File: config.mk
export PLATFORM = sky130hd
export DESIGN_NAME = ckt_stim_sched_flat
export DESIGN_NICKNAME = d
export VERILOG_FILES = /design/src/rtl/ckt_stim_sched_if.sv /design/src/rtl/ckt_stim_sched.sv /design/src/flat_wrapper.sv
export SDC_FILE = /design/constraint.sdc
export NUM_CORES = 1
export LEC_CHECK = 0
export CAP_MARGIN = 20
export CORE_MARGIN = 3
export CORE_UTILIZATION = 34
export CTS_CLUSTER_DIAMETER = 200
export DETAILED_ROUTE_END_ITERATION = 7
export SLEW_MARGIN = 20
export SYNTH_ARGS = -nofsm -noshare
export SYNTH_HDL_FRONTEND = slang
export SYNTH_SLANG_ARGS = --single-unit
File: constraint.sdc
create_clock -name clk -period 4.4 [get_ports clk]
set_clock_uncertainty 0.15 [all_clocks]
set_input_delay 0.88 -clock clk [delete_from_list [all_inputs] [get_ports clk]]
set_output_delay 0.88 -clock clk [all_outputs]
set_load 0.05 [all_outputs]
File: src/rtl/ckt_stim_sched_if.sv
// Stimulus and response channels between the test fabric (master) and the
// scheduler (slave).
//
// Handshake: a transfer happens on a rising clk edge where valid && ready.
// A source holds valid and its data stable until that edge. A sink may
// raise or lower ready on any cycle.
interface ckt_stim_sched_if;
    logic [1:0] sym_in;
    logic       sym_valid;
    logic       sym_ready;
    logic [1:0] rsp_data;
    logic       rsp_valid;
    logic       rsp_ready;

    modport master (
        output sym_in, sym_valid, rsp_ready,
        input  sym_ready, rsp_data, rsp_valid
    );

    modport slave (
        input  sym_in, sym_valid, rsp_ready,
        output sym_ready, rsp_data, rsp_valid
    );
endinterface

File: src/rtl/ckt_stim_sched.sv
// Stimulus scheduler for a free-running 2-in/2-out sequential core. When
// BUBBLE_CNT_EN is defined, the bubble_count output and its counter are added.
module ckt_stim_sched #(
    parameter int         DEPTH     = 8,
    parameter int         RSP_DEPTH = 4,
    parameter int         LAT       = 1,
    parameter int         CNT_W     = 16,
    parameter logic [1:0] IDLE_SYM  = 2'b00
) (
    input  logic             clk,
    input  logic             rst,
    ckt_stim_sched_if.slave  bus,
    input  logic             start,
    input  logic             stop,
    output logic             core_rst_n,
    output logic             core_in0,
    output logic             core_in1,
    input  logic             core_O0,
    input  logic             core_O1,
    output logic             busy,
    output logic             done,
    output logic [CNT_W-1:0] sym_count,
`ifdef BUBBLE_CNT_EN
    output logic [CNT_W-1:0] bubble_count,
`endif
    output logic [2:0]       fsm_state
);

    typedef enum logic [2:0] {S_IDLE, S_INIT, S_RUN, S_DRAIN, S_DONE} state_t;

    localparam int AW  = $clog2(DEPTH);
    localparam int RAW = $clog2(RSP_DEPTH);
    localparam int CW  = $clog2(RSP_DEPTH + LAT + 2) + 1;

    state_t state, state_n;
    logic   issue, clr_run;

    // Stimulus FIFO
    logic [1:0]  s_mem [DEPTH];
    logic [AW:0] s_wr, s_rd;
    logic        s_full, s_empty, s_push;

    assign s_empty       = (s_wr == s_rd);
    assign s_full        = (s_wr[AW] != s_rd[AW]) && (s_wr[AW-1:0] == s_rd[AW-1:0]);
    assign bus.sym_ready = !s_full && (state != S_INIT);
    assign s_push        = bus.sym_valid && bus.sym_ready;

    always_ff @(posedge clk) begin
        if (s_push) s_mem[s_wr[AW-1:0]] <= bus.sym_in;
    end

    always_ff @(posedge clk or negedge rst) begin
        if (!rst) begin
            s_wr <= '0;
            s_rd <= '0;
        end else begin
            if (s_push) s_wr <= s_wr + (AW+1)'(1);
            if (issue)  s_rd <= s_rd + (AW+1)'(1);
        end
    end

    // tags[0] lines up with core_in; tags[LAT] lines up with the core output
    logic [LAT:0] tags;
    logic         any_tag;
    assign any_tag = |tags;

    // Response FIFO
    logic [1:0]   r_mem [RSP_DEPTH];
    logic [RAW:0] r_wr, r_rd, r_count;
    logic         r_push, r_pop;

    assign r_push        = tags[LAT];
    assign r_pop         = bus.rsp_valid && bus.rsp_ready;
    assign r_count       = r_wr - r_rd;
    assign bus.rsp_valid = (r_wr != r_rd);
    assign bus.rsp_data  = r_mem[r_rd[RAW-1:0]];

    always_ff @(posedge clk) begin
        if (r_push) r_mem[r_wr[RAW-1:0]] <= {core_O1, core_O0};
    end

    always_ff @(posedge clk or negedge rst) begin
        if (!rst) begin
            r_wr <= '0;
            r_rd <= '0;
        end else begin
            if (r_push) r_wr <= r_wr + (RAW+1)'(1);
            if (r_pop)  r_rd <= r_rd + (RAW+1)'(1);
        end
    end

    // Every real tag still in the pipe owns a response slot, so writes never overflow
    logic [CW-1:0] used;
    logic          credit_ok;

    always_comb begin
        used = CW'(r_count);
        for (int i = 0; i <= LAT; i++) used = used + CW'(tags[i]);
    end
    assign credit_ok = used < CW'(RSP_DEPTH);

    always_comb begin
        state_n = state;
        issue   = 1'b0;
        clr_run = 1'b0;
        unique case (state)
            S_IDLE: begin
                if (start) begin
                    state_n = S_INIT;
                    clr_run = 1'b1;
                end
            end
            S_INIT:  state_n = S_RUN;
            S_RUN: begin
                if (stop) state_n = S_DRAIN;
                else      issue   = !s_empty && credit_ok;
            end
            S_DRAIN: if (!any_tag) state_n = S_DONE;
            S_DONE:  state_n = S_IDLE;
            default: state_n = S_IDLE;
        endcase
    end

    always_ff @(posedge clk or negedge rst) begin
        if (!rst) begin
            state                <= S_IDLE;
            core_rst_n           <= 1'b0;
            {core_in1, core_in0} <= IDLE_SYM;
            tags                 <= '0;
            sym_count            <= '0;
        end else begin
            state                <= state_n;
            // Registered from the next state so the core reset line never glitches
            core_rst_n           <= (state_n == S_RUN) || (state_n == S_DRAIN) ||
                                    (state_n == S_DONE);
            {core_in1, core_in0} <= issue ? s_mem[s_rd[AW-1:0]] : IDLE_SYM;
            tags                 <= {tags[LAT-1:0], issue};
            if (clr_run)
                sym_count <= '0;
            else if (issue && (sym_count != '1))
                sym_count <= sym_count + CNT_W'(1);
        end
    end

`ifdef BUBBLE_CNT_EN
    always_ff @(posedge clk or negedge rst) begin
        if (!rst)
            bubble_count <= '0;
        else if (clr_run)
            bubble_count <= '0;
        else if (((state == S_RUN) || (state == S_DRAIN)) && !issue &&
                 (bubble_count != '1))
            bubble_count <= bubble_count + CNT_W'(1);
    end
`endif

    assign busy      = (state != S_IDLE);
    assign done      = (state == S_DONE);
    assign fsm_state = state;

endmodule

File: src/flat_wrapper.sv
// flat-port wrapper written by rule: the top's interface ports become plain ports
module ckt_stim_sched_flat 
#(
    parameter int         DEPTH     = 8,
    parameter int         RSP_DEPTH = 4,
    parameter int         LAT       = 1,
    parameter int         CNT_W     = 16,
    parameter logic [1:0] IDLE_SYM  = 2'b00
)
  (clk, rst, start, stop, core_rst_n, core_in0, core_in1, core_O0, core_O1, busy, done, sym_count, fsm_state, bus_sym_in, bus_sym_valid, bus_rsp_ready, bus_sym_ready, bus_rsp_data, bus_rsp_valid);
  ckt_stim_sched_if bus_i ();
  input  logic clk;
  input  logic rst;
  input  logic start;
  input  logic stop;
  output logic core_rst_n;
  output logic core_in0;
  output logic core_in1;
  input  logic core_O0;
  input  logic core_O1;
  output logic busy;
  output logic done;
  output logic [CNT_W-1:0] sym_count;
  output logic [2:0] fsm_state;
  input wire logic [$bits(bus_i.sym_in)-1:0] bus_sym_in;
  input wire logic [$bits(bus_i.sym_valid)-1:0] bus_sym_valid;
  input wire logic [$bits(bus_i.rsp_ready)-1:0] bus_rsp_ready;
  output wire logic [$bits(bus_i.sym_ready)-1:0] bus_sym_ready;
  output wire logic [$bits(bus_i.rsp_data)-1:0] bus_rsp_data;
  output wire logic [$bits(bus_i.rsp_valid)-1:0] bus_rsp_valid;
  assign bus_i.sym_in = bus_sym_in;
  assign bus_i.sym_valid = bus_sym_valid;
  assign bus_i.rsp_ready = bus_rsp_ready;
  assign bus_sym_ready = bus_i.sym_ready;
  assign bus_rsp_data = bus_i.rsp_data;
  assign bus_rsp_valid = bus_i.rsp_valid;
  ckt_stim_sched #(.DEPTH(DEPTH), .RSP_DEPTH(RSP_DEPTH), .LAT(LAT), .CNT_W(CNT_W), .IDLE_SYM(IDLE_SYM)) u_core (.clk(clk), .rst(rst), .bus(bus_i), .start(start), .stop(stop), .core_rst_n(core_rst_n), .core_in0(core_in0), .core_in1(core_in1), .core_O0(core_O0), .core_O1(core_O1), .busy(busy), .done(done), .sym_count(sym_count), .fsm_state(fsm_state));
endmodule
==> results.md <==
CTS:
- Clock tree synthesis selected as its root buffer the cell sky130_fd_sc_hd__clkbuf_8.
- Once the clock tree was built, the resizer swapped 0 gates to a different size.
- The hold buffer count at CTS is 0.
- The number of buffers created by CTS is 9.
- The deepest level of the CTS H-tree is 3.
- The TritonCTS clock tree is done.
- The clock-pin slew of the registers on the worst-case setup and hold paths is ~0.070 ns.
- Buffers added to address setup during post-CTS repair amount to 0.
- The count of clock tree sinks is 62.
- The later pin in the worst-skew pair is clocked with a latency of 0.34 ns.
- The maximum root-to-sink buffer count is 2.

Synthesis:
- The fraction of the yosys area taken by sequential cells is 54.4%.
- The largest area contributor in the synthesized netlist is sky130_fd_sc_hd__dfrtp_1.
- The Yosys step of the flow raised 0 warnings.
- The main flop type after synthesis is sky130_fd_sc_hd__dfrtp_1.
- For this run, asynchronously set or reset flops after synthesis account for about three fifths.
- After synthesis the netlist holds a flip-flop and latch count of 62.
- By area the synthesized netlist is led by sky130_fd_sc_hd__dfrtp_1 (31%), sky130_fd_sc_hd__edfxtp_1 (23%), sky130_fd_sc_hd__ha_1 (4.5%).
- The synthesized design devotes to its leading area cell type 31.0% of total area.
- The synthesized netlist occupies a cell area of 3070 sq um.
- The cell count after synthesis came out at 250.
- In this run, synthesis inferred 24 flip-flops with an integrated enable.
- The synthesized net count is about 270.
- The average size of a mapped cell is about 12 sq um.
- The distinct cell type count of the synthesized netlist is 43.

Worst setup path:
- The buffer and inverter count on the worst path is 1.
- The capture instance of the worst register-to-register path is u_core.sym_count[15]$_DFFE_PN0P_.
- The worst setup path is captured at an output port.
- In this run the register-to-register setup slack is 1.35 ns.
- STA puts the critical path data arrival time at 2.60 ns.
- The largest single stage delay on the critical path is 0.70 ns.
- The sort of element at the start of the critical path is a flip-flop.
- The family with the most delay on the worst path is simple AND/OR/NAND/NOR gates.
- In this run the critical register-to-register path is launched from u_core.r_rd[0]$_DFFE_PN0P_.
- The master of the slowest instance on the critical path is sky130_fd_sc_hd__clkdlybuf4s50_1.
- The setup path with the least slack is of type reg -> out.
- The cell depth of the worst flop-to-flop path is 8.
- Of all nets on the critical path, the largest fanout is 8.
- The count of cell instances traversed by the critical path is 4.
- Traced cell by cell, the critical path runs through xor2_1 > or4_1 > and2_1 > clkdlybuf4s50_1.
- The required arrival time at the worst endpoint is 3.37 ns.

Min path:
- The capture endpoint of the worst hold path is u_core.tags[1]$_DFF_PN0_.
- The path type of the worst min-delay path is reg -> reg.
- The launch instance of the worst min-delay path is u_core.tags[0]$_DFF_PN0_.
- The depth of the worst hold-timing path is 0.

Layout:
- The most common library cell in the layout ignoring fill and taps is sky130_fd_sc_hd__dfrtp_1.
- Leaving out fill and tap cells, the most frequent cells in the layout are sky130_fd_sc_hd__dfrtp_1 (38), sky130_fd_sc_hd__clkdlybuf4s50_1 (36), sky130_fd_sc_hd__edfxtp_1 (24), sky130_fd_sc_hd__nand2_1 (22), sky130_fd_sc_hd__nor2_1 (20).
- The area growth from synthesis to final layout is 20.2%.
- Measured on the finished design, the core utilization comes to 42.1%.
- The net total in the final layout is 309.
- The count of filler cells inserted in the layout is 859.
- The proportion of layout cells with a drive suffix above 1 is 9.93%.
- 0 antenna diodes ended up in the layout.

Routing:
- The mean number of vias per cell is 4.94.
- The detail route stage leaves a number of antenna-violating nets equal to 0.
- The routed wirelength normalized by instance count is 14.7 um.
- The first routing iteration left 87 violations.
- The final route contains just under 2000 vias.
- The sum of routed wire length over all layers is 5860 um.
- Before antenna repair, the detailed router went through 5 iterations.
- The number of remaining DRC errors is 0.

Die:
- The standard cell core area is 8760 sq um.
- From left edge to right edge, the die measures 101 um.
- The die area is 10200 sq um.
- The number of placed I/O pins is 38.
- The die is 101 um tall.
- For this configuration, the core starts out at a cell density of 35.0%.
- The number of standard-cell rows in the floorplan is 34.

Placement:
- The port buffer count is 37.
- The placer congestion estimate is 0.812.
- The HPWL after detailed placement is 4070 um.

Pwr:
- The static leakage power is 1.48 nW.
- For this design the ratio of total power to cell area is 662 nW/um^2.
- Across the VDD grid, the largest voltage drop is about 0.19 mV.
- Summing internal, switching and leakage power gives between 2 and 2.5 mW.

STA:
- The number of slew-limit violations in the final report is 0.
- Setup total negative slack on the finished layout was measured at 0 ns.
- The final critical path time including I/O delays and setup is 3.63 ns.
- The minimum hold slack is 0.260 ns.
- The tightest slew margin relative to the limit is 30.3%.
- Setup repair after global routing left no endpoint under its margin.
- The fmax is 276 MHz.
- The number of failing setup endpoints in the final timing report is 0.
- In the finished design, the share of the clock period the worst path needs comes to 82.4%.
- The hold violation total from the final report was 0.
- For the pin with the worst max-slew slack, the measured transition is 1.04 ns.

Flow run:
- Across the run, the number of max-cap violations was 0.

Global routing:
- The initial antenna violation count was 0.
- The total routing resource utilization after global routing is 12.4%.
- The maximum number of pins on one net before global-route repair is 39.
- After global routing the overflow that remains totals 0.
- The via count of the first global-routing pass is between 1500 and 2000.
- The first global-routing pass estimated 9730 um of wire.

Run status:
- The flow ran to the end, and the final reports show no timing, DRC or antenna violations.
layout make-up:
type                    instances  area [sq um]  share of cell area [%]
flip-flops and latches         62          1670                    45.3
clock inverters                 5          73.8                    2.00
multi-input cells             171          1280                    34.7
well taps                     108           135                    3.66
clock buffers                  11           141                    3.83
repair buffers                 37           365                    9.90
inverters                       6          22.5                   0.610
power by group:
part           total (mW)  leakage (nW)  internal, mW  switching (mW)
sequential          0.912         0.714         0.737           0.176
clock               0.547         0.111         0.331           0.216
combinational       0.985         0.658         0.407           0.578
total                2.44          1.48          1.47           0.970
state kept, by name, indices dropped and copies added (netlist names):
| name | cells |
|---|---|
| u_core.tags | 2 |
| u_core.r_mem | 8 |
| u_core.s_wr | 4 |
| u_core.fsm_state | 3 |
| u_core.r_wr | 3 |
| u_core.core_in0 | 1 |
| u_core.core_in1 | 1 |
| u_core.s_rd | 4 |
| u_core.sym_count | 16 |
| u_core.r_rd | 3 |
| u_core.s_mem | 16 |
| u_core.core_rst_n | 1 |
how the worst max path moves through the flow:
stage / startpoint / endpoint
2_1_floorplan: u_core.s_rd[0]$_DFFE_PN0P_ / bus_sym_ready
5_1_grt: u_core.s_rd[0]$_DFFE_PN0P_ / bus_sym_ready
6_report: u_core.s_rd[0]$_DFFE_PN0P_ / bus_sym_ready
3_5_place_dp: u_core.s_rd[0]$_DFFE_PN0P_ / bus_sym_ready
3_3_place_gp: u_core.s_rd[0]$_DFFE_PN0P_ / bus_sym_ready
4_1_cts: u_core.s_rd[0]$_DFFE_PN0P_ / bus_sym_ready
layer usage:
metal	vias to the layer above	GRT usage [%]	part of all wire [%]
li1	970	-	-
met1	971	16.4	47
met2	30	18.7	48
met3	6	4.36	4.4
met4	0	4.91	1.1
met5	-	0	0
cells by family after synthesis:
logic type	after synthesis	share of synthesized area, %
buffers and inverters	17	3.83
adders and majority gates	12	5.13
DFF	62	54.4
muxes	16	7.74
and+or+nand+nor	107	18.8
AOI/OAI and AO/OA	16	3.87
xor gates and xnor gates	20	6.19
worst reg2reg max path: stages (launching register included):
cell	delay, ns
sky130_fd_sc_hd__dfrtp_1	0.47
sky130_fd_sc_hd__ha_1	0.33
sky130_fd_sc_hd__inv_1	0.05
sky130_fd_sc_hd__ha_1	0.26
sky130_fd_sc_hd__a21oi_1	0.24
sky130_fd_sc_hd__o2111ai_4	0.17
sky130_fd_sc_hd__or2_0	0.54
sky130_fd_sc_hd__or4_1	0.62
sky130_fd_sc_hd__a21oi_1	0.16
cells in the mapped netlist, drive strengths merged (6+ instances only):
cell type / n
edfxtp: 24
mux2i: 8
nand2b: 9
dfrtp: 38
inv: 6
a21oi: 6
mux4: 6
ha: 11
nand4: 7
nand2: 22
nor2: 20
nor3: 8
nand3: 11
xor2: 8
and2: 10
xnor2: 11
metrics by stage:
step | cells | cell area [sq um] | setup slack [ns]
floorplan | 250 | 3070 | 1.77
global placement | 384 | 3480 | 1.16
detailed placement | 384 | 3480 | 1.14
CTS | 400 | 3690 | 0.741
global route | 400 | 3690 | 0.628
finish | 400 | 3690 | 0.772
Power figures use the tool's default switching activity.
